File: config.mk
export PLATFORM = sky130hd
export DESIGN_NAME = semaforo_arbitro
export DESIGN_NICKNAME = d
export VERILOG_FILES = /design/src/rtl/semaforo_arbitro.sv
export SDC_FILE = /design/constraint.sdc
export NUM_CORES = 1
export LEC_CHECK = 0
export CAP_MARGIN = 20
export CORE_MARGIN = 1
export CORE_UTILIZATION = 52
export DETAILED_ROUTE_END_ITERATION = 10
export PLACE_DENSITY = 0.83
export SYNTH_ARGS = -nofsm -noshare
export SYNTH_HDL_FRONTEND = slang
export SYNTH_SLANG_ARGS = --single-unit
File: constraint.sdc
create_clock -name clk -period 2.51 [get_ports clk]
set_input_delay 0.6275 -clock clk [delete_from_list [all_inputs] [get_ports clk]]
set_output_delay 0.6275 -clock clk [all_outputs]
set_load 0.01 [all_outputs]
File: src/rtl/semaforo_arbitro.sv
// semaforo_arbitro: timed two-street intersection controller.
// Schedules right-of-way between streets A and B with minimum/maximum green,
// yellow and all-red clearance, and a pedestrian walk phase with request
// latch and one-cycle acknowledge. Outputs are a Moore decode of the state.
module semaforo_arbitro #(
  parameter int MIN_GREEN  = 4,
  parameter int MAX_GREEN  = 12,
  parameter int YELLOW_CYC = 3,
  parameter int ALLRED_CYC = 1,
  parameter int WALK_CYC   = 6,
  parameter int CNT_W      = 6
) (
  input  logic       clk,
  input  logic       rst,      // asynchronous, active-low
  input  logic       TA,
  input  logic       TB,
  input  logic       PED_REQ,
  output logic       PED_ACK,
  output logic [1:0] LA,
  output logic [1:0] LB,
  output logic       WALK,
  output logic [2:0] PHASE
);

  typedef enum logic [2:0] {
    AG = 3'd0,
    AY = 3'd1,
    AR = 3'd2,
    BG = 3'd3,
    BY = 3'd4,
    BR = 3'd5,
    WK = 3'd6
  } state_t;

  localparam logic [1:0] GREEN  = 2'b00;
  localparam logic [1:0] YELLOW = 2'b01;
  localparam logic [1:0] RED    = 2'b10;

  // Terminal counts: a phase ends in the cycle where cnt reaches these.
  localparam logic [CNT_W-1:0] MIN_END    = CNT_W'(MIN_GREEN - 1);
  localparam logic [CNT_W-1:0] MAX_END    = CNT_W'(MAX_GREEN - 1);
  localparam logic [CNT_W-1:0] YELLOW_END = CNT_W'(YELLOW_CYC - 1);
  localparam logic [CNT_W-1:0] ALLRED_END = CNT_W'(ALLRED_CYC - 1);
  localparam logic [CNT_W-1:0] WALK_END   = CNT_W'(WALK_CYC - 1);

  // last_q encoding: which street held the most recent green.
  localparam logic LAST_A = 1'b0;
  localparam logic LAST_B = 1'b1;

  state_t           state_q, state_d;
  logic [CNT_W-1:0] cnt_q, cnt_d;
  logic             ped_q, ped_d;
  logic             last_q, last_d;

  logic             leave_ag, leave_bg;

  // State, phase counter, pedestrian latch and last-green flag registers.
  // NOTE: sequential state uses non-blocking assignments so every flop samples
  // the pre-edge values regardless of statement order.
  always_ff @(posedge clk or negedge rst) begin
    if (!rst) begin
      state_q <= AG;
      cnt_q   <= '0;
      ped_q   <= 1'b0;
      last_q  <= LAST_A;
    end else begin
      state_q <= state_d;
      cnt_q   <= cnt_d;
      ped_q   <= ped_d;
      last_q  <= last_d;
    end
  end

  // Green exit conditions: minimum served, then cross demand, max-green
  // contention timeout, or a pending pedestrian request.
  always_comb begin
    leave_ag = (cnt_q >= MIN_END) &&
               ((TB && !TA) || (TB && (cnt_q == MAX_END)) || ped_q);
    leave_bg = (cnt_q >= MIN_END) &&
               ((TA && !TB) || (TA && (cnt_q == MAX_END)) || ped_q);
  end

  // Next-state, counter, latch and flag update.
  // NOTE: every variable gets a default first so no path leaves it unassigned
  // and no latch is inferred.
  always_comb begin
    state_d = state_q;
    cnt_d   = cnt_q;
    ped_d   = ped_q;
    last_d  = last_q;

    unique case (state_q)
      AG: if (leave_ag)                state_d = AY;
      AY: if (cnt_q == YELLOW_END)     state_d = AR;
      AR: if (cnt_q == ALLRED_END)     state_d = ped_q ? WK : BG;
      BG: if (leave_bg)                state_d = BY;
      BY: if (cnt_q == YELLOW_END)     state_d = BR;
      BR: if (cnt_q == ALLRED_END)     state_d = ped_q ? WK : AG;
      WK: if (cnt_q == WALK_END)       state_d = (last_q == LAST_A) ? BG : AG;
      default:                         state_d = AG;
    endcase

    // Counter restarts on every phase change; greens saturate at max.
    if (state_d != state_q) begin
      cnt_d = '0;
    end else if (((state_q == AG) || (state_q == BG)) && (cnt_q == MAX_END)) begin
      cnt_d = cnt_q;
    end else begin
      cnt_d = cnt_q + CNT_W'(1);
    end

    // Requests during the walk are dropped; clearing on walk entry beats a
    // request arriving in the same cycle.
    if (state_q != WK && PED_REQ) ped_d = 1'b1;
    if (state_d == WK && state_q != WK) ped_d = 1'b0;

    if (state_d == AG && state_q != AG) last_d = LAST_A;
    if (state_d == BG && state_q != BG) last_d = LAST_B;
  end

  // Moore output decode from the state register.
  always_comb begin
    LA      = RED;
    LB      = RED;
    WALK    = 1'b0;
    PED_ACK = 1'b0;
    PHASE   = state_q;
    unique case (state_q)
      AG: LA = GREEN;
      AY: LA = YELLOW;
      BG: LB = GREEN;
      BY: LB = YELLOW;
      WK: begin
        WALK    = 1'b1;
        PED_ACK = (cnt_q == '0);
      end
      default: ;
    endcase
  end

endmodule

== Word level (Yosys, flattened, before mapping) ==
Index checks and enable logic that the tools add are counted.

* Register bits: 11
* Bits of input ports: 5
* Output and inout bits: 9

* Add/subtract/negate cells: 1
* Order comparisons: 1
* Eq/ne operators: 15
* Muxes and demuxes: 21
* Reductions and logical operators: 24

{| class="wikitable"
|+ Operators with widths
! cell !! number
|-
| 2-to-1 mux 3 bit || 9
|-
| case mux 3 bit (7 select lines) || 1
|-
| equality test 3 bit (second input constant) || 4
|-
| 2-to-1 mux 6 bit || 2
|-
| logical AND 1 bit || 11
|-
| equality test 3 x 2 -> 1 bit (second input constant) || 3
|-
| case mux 2 bit (2 select lines) || 2
|-
| adder 6 x 1 -> 6 bit (second input constant) || 1
|-
| equality test 6 x 2 -> 1 bit (second input constant) || 1
|-
| equality test 6 x 3 -> 1 bit (second input constant) || 1
|-
| equality test 6 x 4 -> 1 bit (second input constant) || 1
|-
| >= comparator 6 x 2 -> 1 bit (second input constant) || 1
|-
| zero test 3 bit || 2
|-
| zero test 6 bit || 1
|-
| 2-to-1 mux 1 bit || 6
|-
| logical OR 1 bit || 5
|-
| nonzero test 2 bit || 2
|-
| equality test 3 x 1 -> 1 bit (second input constant) || 1
|-
| != test 3 x 2 -> 1 bit (second input constant) || 1
|-
| != test 3 bit || 1
|-
| != test 3 bit (second input constant) || 1
|-
| nonzero test 3 bit || 1
|-
| zero test 1 bit || 2
|-
| 2-to-1 mux 2 bit || 1
|-
| != test 2 bit (second input constant) || 1
|}

== Logic depth before layout (Yosys ltp) ==
* Word-level depth: 11
* Gate-level depth with buffers: 7
* Mapped depth without buffers: 7

== Worst setup path before layout ==
OpenSTA, ideal clock, no wires.

* Path kind: reg-to-output
* From: register state_q[2], in the netlist PHASE[2]
* To: output LB[1]
* Data arrival time: 1423 ps
* Data required time: 1882 ps
* Slack: 459 ps
* Cell stages (with the launch flop): 5
* Buffers on the path: 2
* Cell sequence: dfrtp_1 > clkbuf_1 > clkbuf_1 > nor3b_1 > nor2_1

* Longest elaborated chain between the ends: 2
* Elaborated cells between the ends (all ways): 3
* Classes of those cells: eq/ne: 2; mux: 1

{| class="wikitable"
|+ Ends and longest elaborated chain
! what !! RTL line !! RTL
|-
| from (decl) || 50 || <nowiki>state_t state_q, state_d;</nowiki>
|-
| from (signal assigned) || 67 || <nowiki>state_q <= state_d;</nowiki>
|-
| equality test 3 bit / equality test 3 x 2 -> 1 bit (equally long branches) || 128 || <nowiki>unique case (state_q)</nowiki>
|-
| case mux 2 bit (2 select lines) (*) || 128 ||
|-
| to (decl) || 20 || <nowiki>output logic [1:0] LB,</nowiki>
|}

Mark *: on every way between the ends. The rest lies on a longest branch, timed or not.

== Final worst setup path ==
* From: register cnt_q[3]
* To: output PED_ACK

* Longest elaborated chain between the ends: 2

{| class="wikitable"
|+ Ends and longest elaborated chain
! what !! RTL line !! RTL
|-
| from (decl) || 51 || <nowiki>logic [CNT_W-1:0] cnt_q, cnt_d;</nowiki>
|-
| from (signal assigned) || 68 || <nowiki>cnt_q <= cnt_d;</nowiki>
|-
| zero test 6 bit || 135 || <nowiki>PED_ACK = (cnt_q == '0);</nowiki>
|-
| 2-to-1 mux 1 bit || 128 ||
|-
| to (decl) || 18 || <nowiki>output logic PED_ACK,</nowiki>
|}

No other way between the ends.

==> summary.txt <==
Detailed routing
  – DRT antenna net count: 0
  – First-pass detailed-route iteration total: 7
  – DR iter-0 viols: 16
  – WL met3: between 80 and 90 µm
  – DR top layer: met4
  – Met2 wire len: 992 µm
  – Drt total wl: 2.11 mm
  – Met1 wire length: 958 µm
  – Vias: 876
  – Vias/cell: 6.30
  – Wire per inst: 15.2 µm
  – Residual DRC: 1

Cells and area
  – Post-layout nets: 133
  – Area grow syn2layout: 22.6%
  – Share of post-route cells with drive strength above 1: 16.3%
  – Fill cells: 126
  – Post-route cell area: between 1000 and 1500 µm²
  – ANT cells: 0

Global route
  – Largest net degree at the start of global routing: 13
  – Vias in the first global route: 820
  – Gr ovfl total: 0
  – First-pass GRT wire length: 3.60 mm
  – All-layer global routing usage: 25.8%
  – Initial antenna violation count: 0

CTS
  – CTS tree: built
  – CTS buffer count: 3
  – CTS Buffer Depth: 2
  – Root buf cell: clkbuf_4
  – H-tree depth: 1
  – Clock sinks: 11
  – Clk_lat worst skew: 0.27 ns
  – Cts hold-fix bufs: 0
  – Clock slew at reported path FFs: about 0.06 ns

STA
  – Slew @ Worst Pin: 0.471 ns
  – Hold Fails Final Rpt: 0
  – Fmax: slightly above 400 MHz
  – Tmin final: about 2.5 ns
  – Part of the cycle the worst path needs: 97.9%
  – RSZ-0062 raised after global routing: no
  – Final Max Slew Viols: 0
  – Setup Viol. Count Final: 0
  – Clk_skew: 0.00179 ns
  – Final TNS setup: 0 ns
  – Relative slew slack: 68.5%
  – Smallest hold slack: 0.604 ns

Floorplan
  – FP Rows: 14
  – Die W: 43.8 µm
  – Num ports: 14
  – Core area: 1580 µm²
  – Chip height: 43.8 µm
  – Die footprint: 1920 µm²
  – Initial core utilization: roughly 58%

Pwr
  – Combinational power share: between 60% and 70%
  – Psw: 0.000574 W
  – VDD IR-drop max: a little under 600 µV
  – Pint: 0.000699 W
  – Switching share of power: 45.1%
  – Clock power share: 9.2%
  – P_leak: approximately 0.50 nW
  – Design Power: 0.00127 W
  – Flop pwr share: 25.9%
  – Pwr dens: 1140 nW/µm²

Synth
  – Sequential share of the synthesized area: 30.3%
  – Mapped cell area: 908 µm²
  – Post-synth ARST share: 100%
  – Mapped Cells: 105
  – Top cell type's share of synthesized area: 30.3%
  – Main synth FF type: dfrtp_1
  – Synth Register Bits: 11
  – Syn_nets: 114
  – Mapped Avg Cell Area: 8.65 µm²
  – Synth warn: 0
  – Post-synth EDFFs: 0
  – Area leader, netlist: dfrtp_1
  – Area contributors post-synth: dfrtp_1 30%, ha_1 5.5%, nor3_1 5.0%, nor2b_1 4.1%, inv_1 2.9%
  – Count of cell types in the netlist: 44

Placement
  – Area of placed instances: 1080 µm²
  – GP Congestion: between 0.9 and 1
  – IO buf count: 13
  – Post-DP HPWL: 1.67 mm

Critical path
  – Worst r2r src: cnt_q[0]
  – Worst Setup SP: cnt_q[3]
  – Top Family by Delay on Critical Path: simple AND/OR/NAND/NOR gates
  – Crit Path Max Fanout: 7
  – CP max stage cell: clkdlybuf4s50_1
  – Worst Path Buf+Inv: 1
  – Largest stage delay, worst path: 0.53 ns
  – Crit. End Element: output port
  – Worst setup SP type: flop
  – Req. time, crit path: about 1.9 ns
  – Crit-path cells: nor4_4 > and3_2 > clkdlybuf4s50_1
  – Crit path kind: flop to output port
  – Arr. time, crit path: 1.83 ns

Outcome
  – Status: complete, but fails checks
  – Violations in the final reports: design-rule violations

Job
  – Maxcap violations: 0

Worst hold path
  – Hold_sp: last_q
  – Worst Hold Class: flop to flop
-- per-stage QoR --
stage	cells	util, %	setup WS (ns)
finish	139	70.6	0.0539
CTS	139	70.2	0.0207
floorplan	105	-	0.459
detailed placement	135	68.5	0.0584
global placement	135	68.5	0.0881
global route	139	70.6	0.000383
-- worst reg2reg max path: cells and delay by family (launching register included) --
family | cells | cell delay (ns)
compound gates | 3 | 0.86
simple gates | 2 | 0.52
flops | 1 | 0.43
fa+ha+maj | 1 | 0.29
-- layout by cell type, fill, tap and decap left out, types with 3 or more instances in the layout --
cell type / instances
nand2_1: 7
ha_1: 4
nor3_1: 9
clkdlybuf4s50_1: 13
nor2_1: 4
a21oi_1: 4
clkbuf_4: 3
nor2b_1: 6
nand3_1: 4
buf_4: 7
dfrtp_1: 9
inv_1: 7
-- metal layers --
metal / track usage [%] / vias up
met2: 37.9 / 29
met4: 18.1 / 0
met5: 0 / -
li1: - / 423
met1: 36.1 / 415
met3: 1.67 / 9
-- Yosys cell counts, drive strengths merged (2+ instances only) --
master  instances
a21oi           4
nor3            9
buf             2
dfrtp          11
xnor2           2
a311oi          2
xor2            2
clkbuf          4
inv             7
nor2b           6
a31oi           2
nor4bb          2
nand3           4
nor3b           3
ha              4
nor2            4
nand2           7
a32oi           2
and4            3
nand3b          2
and3            3
-- registers in the layout (all words and copies together), names as in the netlist --
signal / flops
ped_q: 1
cnt_q: 6
last_q: 1
PHASE: 3
-- power by group through the flow --
stage,combinational (W),sequential (W),clock (W)
3_3_place_gp,0.000794,0.000322,0
6_report,0.000827,0.000330,0.000117
4_1_cts,0.000817,0.000324,0.000122
5_1_grt,0.000902,0.000341,0.000129
2_1_floorplan,0.000542,0.000292,0
3_5_place_dp,0.000814,0.000327,0
-- repair_timing --
item,in CTS,in global routing
endpoints found under the setup margin,0,2
setup buffers,0,0
resized for setup,0,3
-- kinds of logic (layout without fill, tap and decap cells) --
family | after synthesis | after routing | synth area share, %
flip-flops | 11 | 11 | 30.3
adder cells (fa/ha/maj) | 4 | 4 | 5.51
AO/OA/AOI/OAI | 20 | 20 | 16.8
AND/OR/NAND/NOR | 52 | 52 | 36.1
multiplexers | 1 | 1 | 1.10
buffers and inverters | 13 | 31 | 6.34
XOR/XNOR | 4 | 4 | 3.86
-- worst paths after layout --
| kind | end | slack, ns | cells past startpoint |
|---|---|---|---|
| hold reg to reg | last_q | 0.60 | 2 |
| setup / recovery | PED_ACK | 0.05 | 3 |
| min in group asynchronous | PHASE[1] | 0.68 | 1 |
| max in group asynchronous | cnt_q[3] | 1.48 | 1 |
| setup reg to reg | cnt_q[0] | 0.29 | 6 |
| hold / removal | last_q | 0.60 | 2 |
-- area by class of cell --
type	instances	area [µm²]	share of cell area, %
multi-input combinational	81	581	52.1
sequential	11	278	24.9
timing repair buffer	20	183	16.4
clock buffer	4	26.3	2.36
inverter	7	26.3	2.36
tap	16	20.0	1.80
Note: power is estimated with default switching activity, not from simulation.
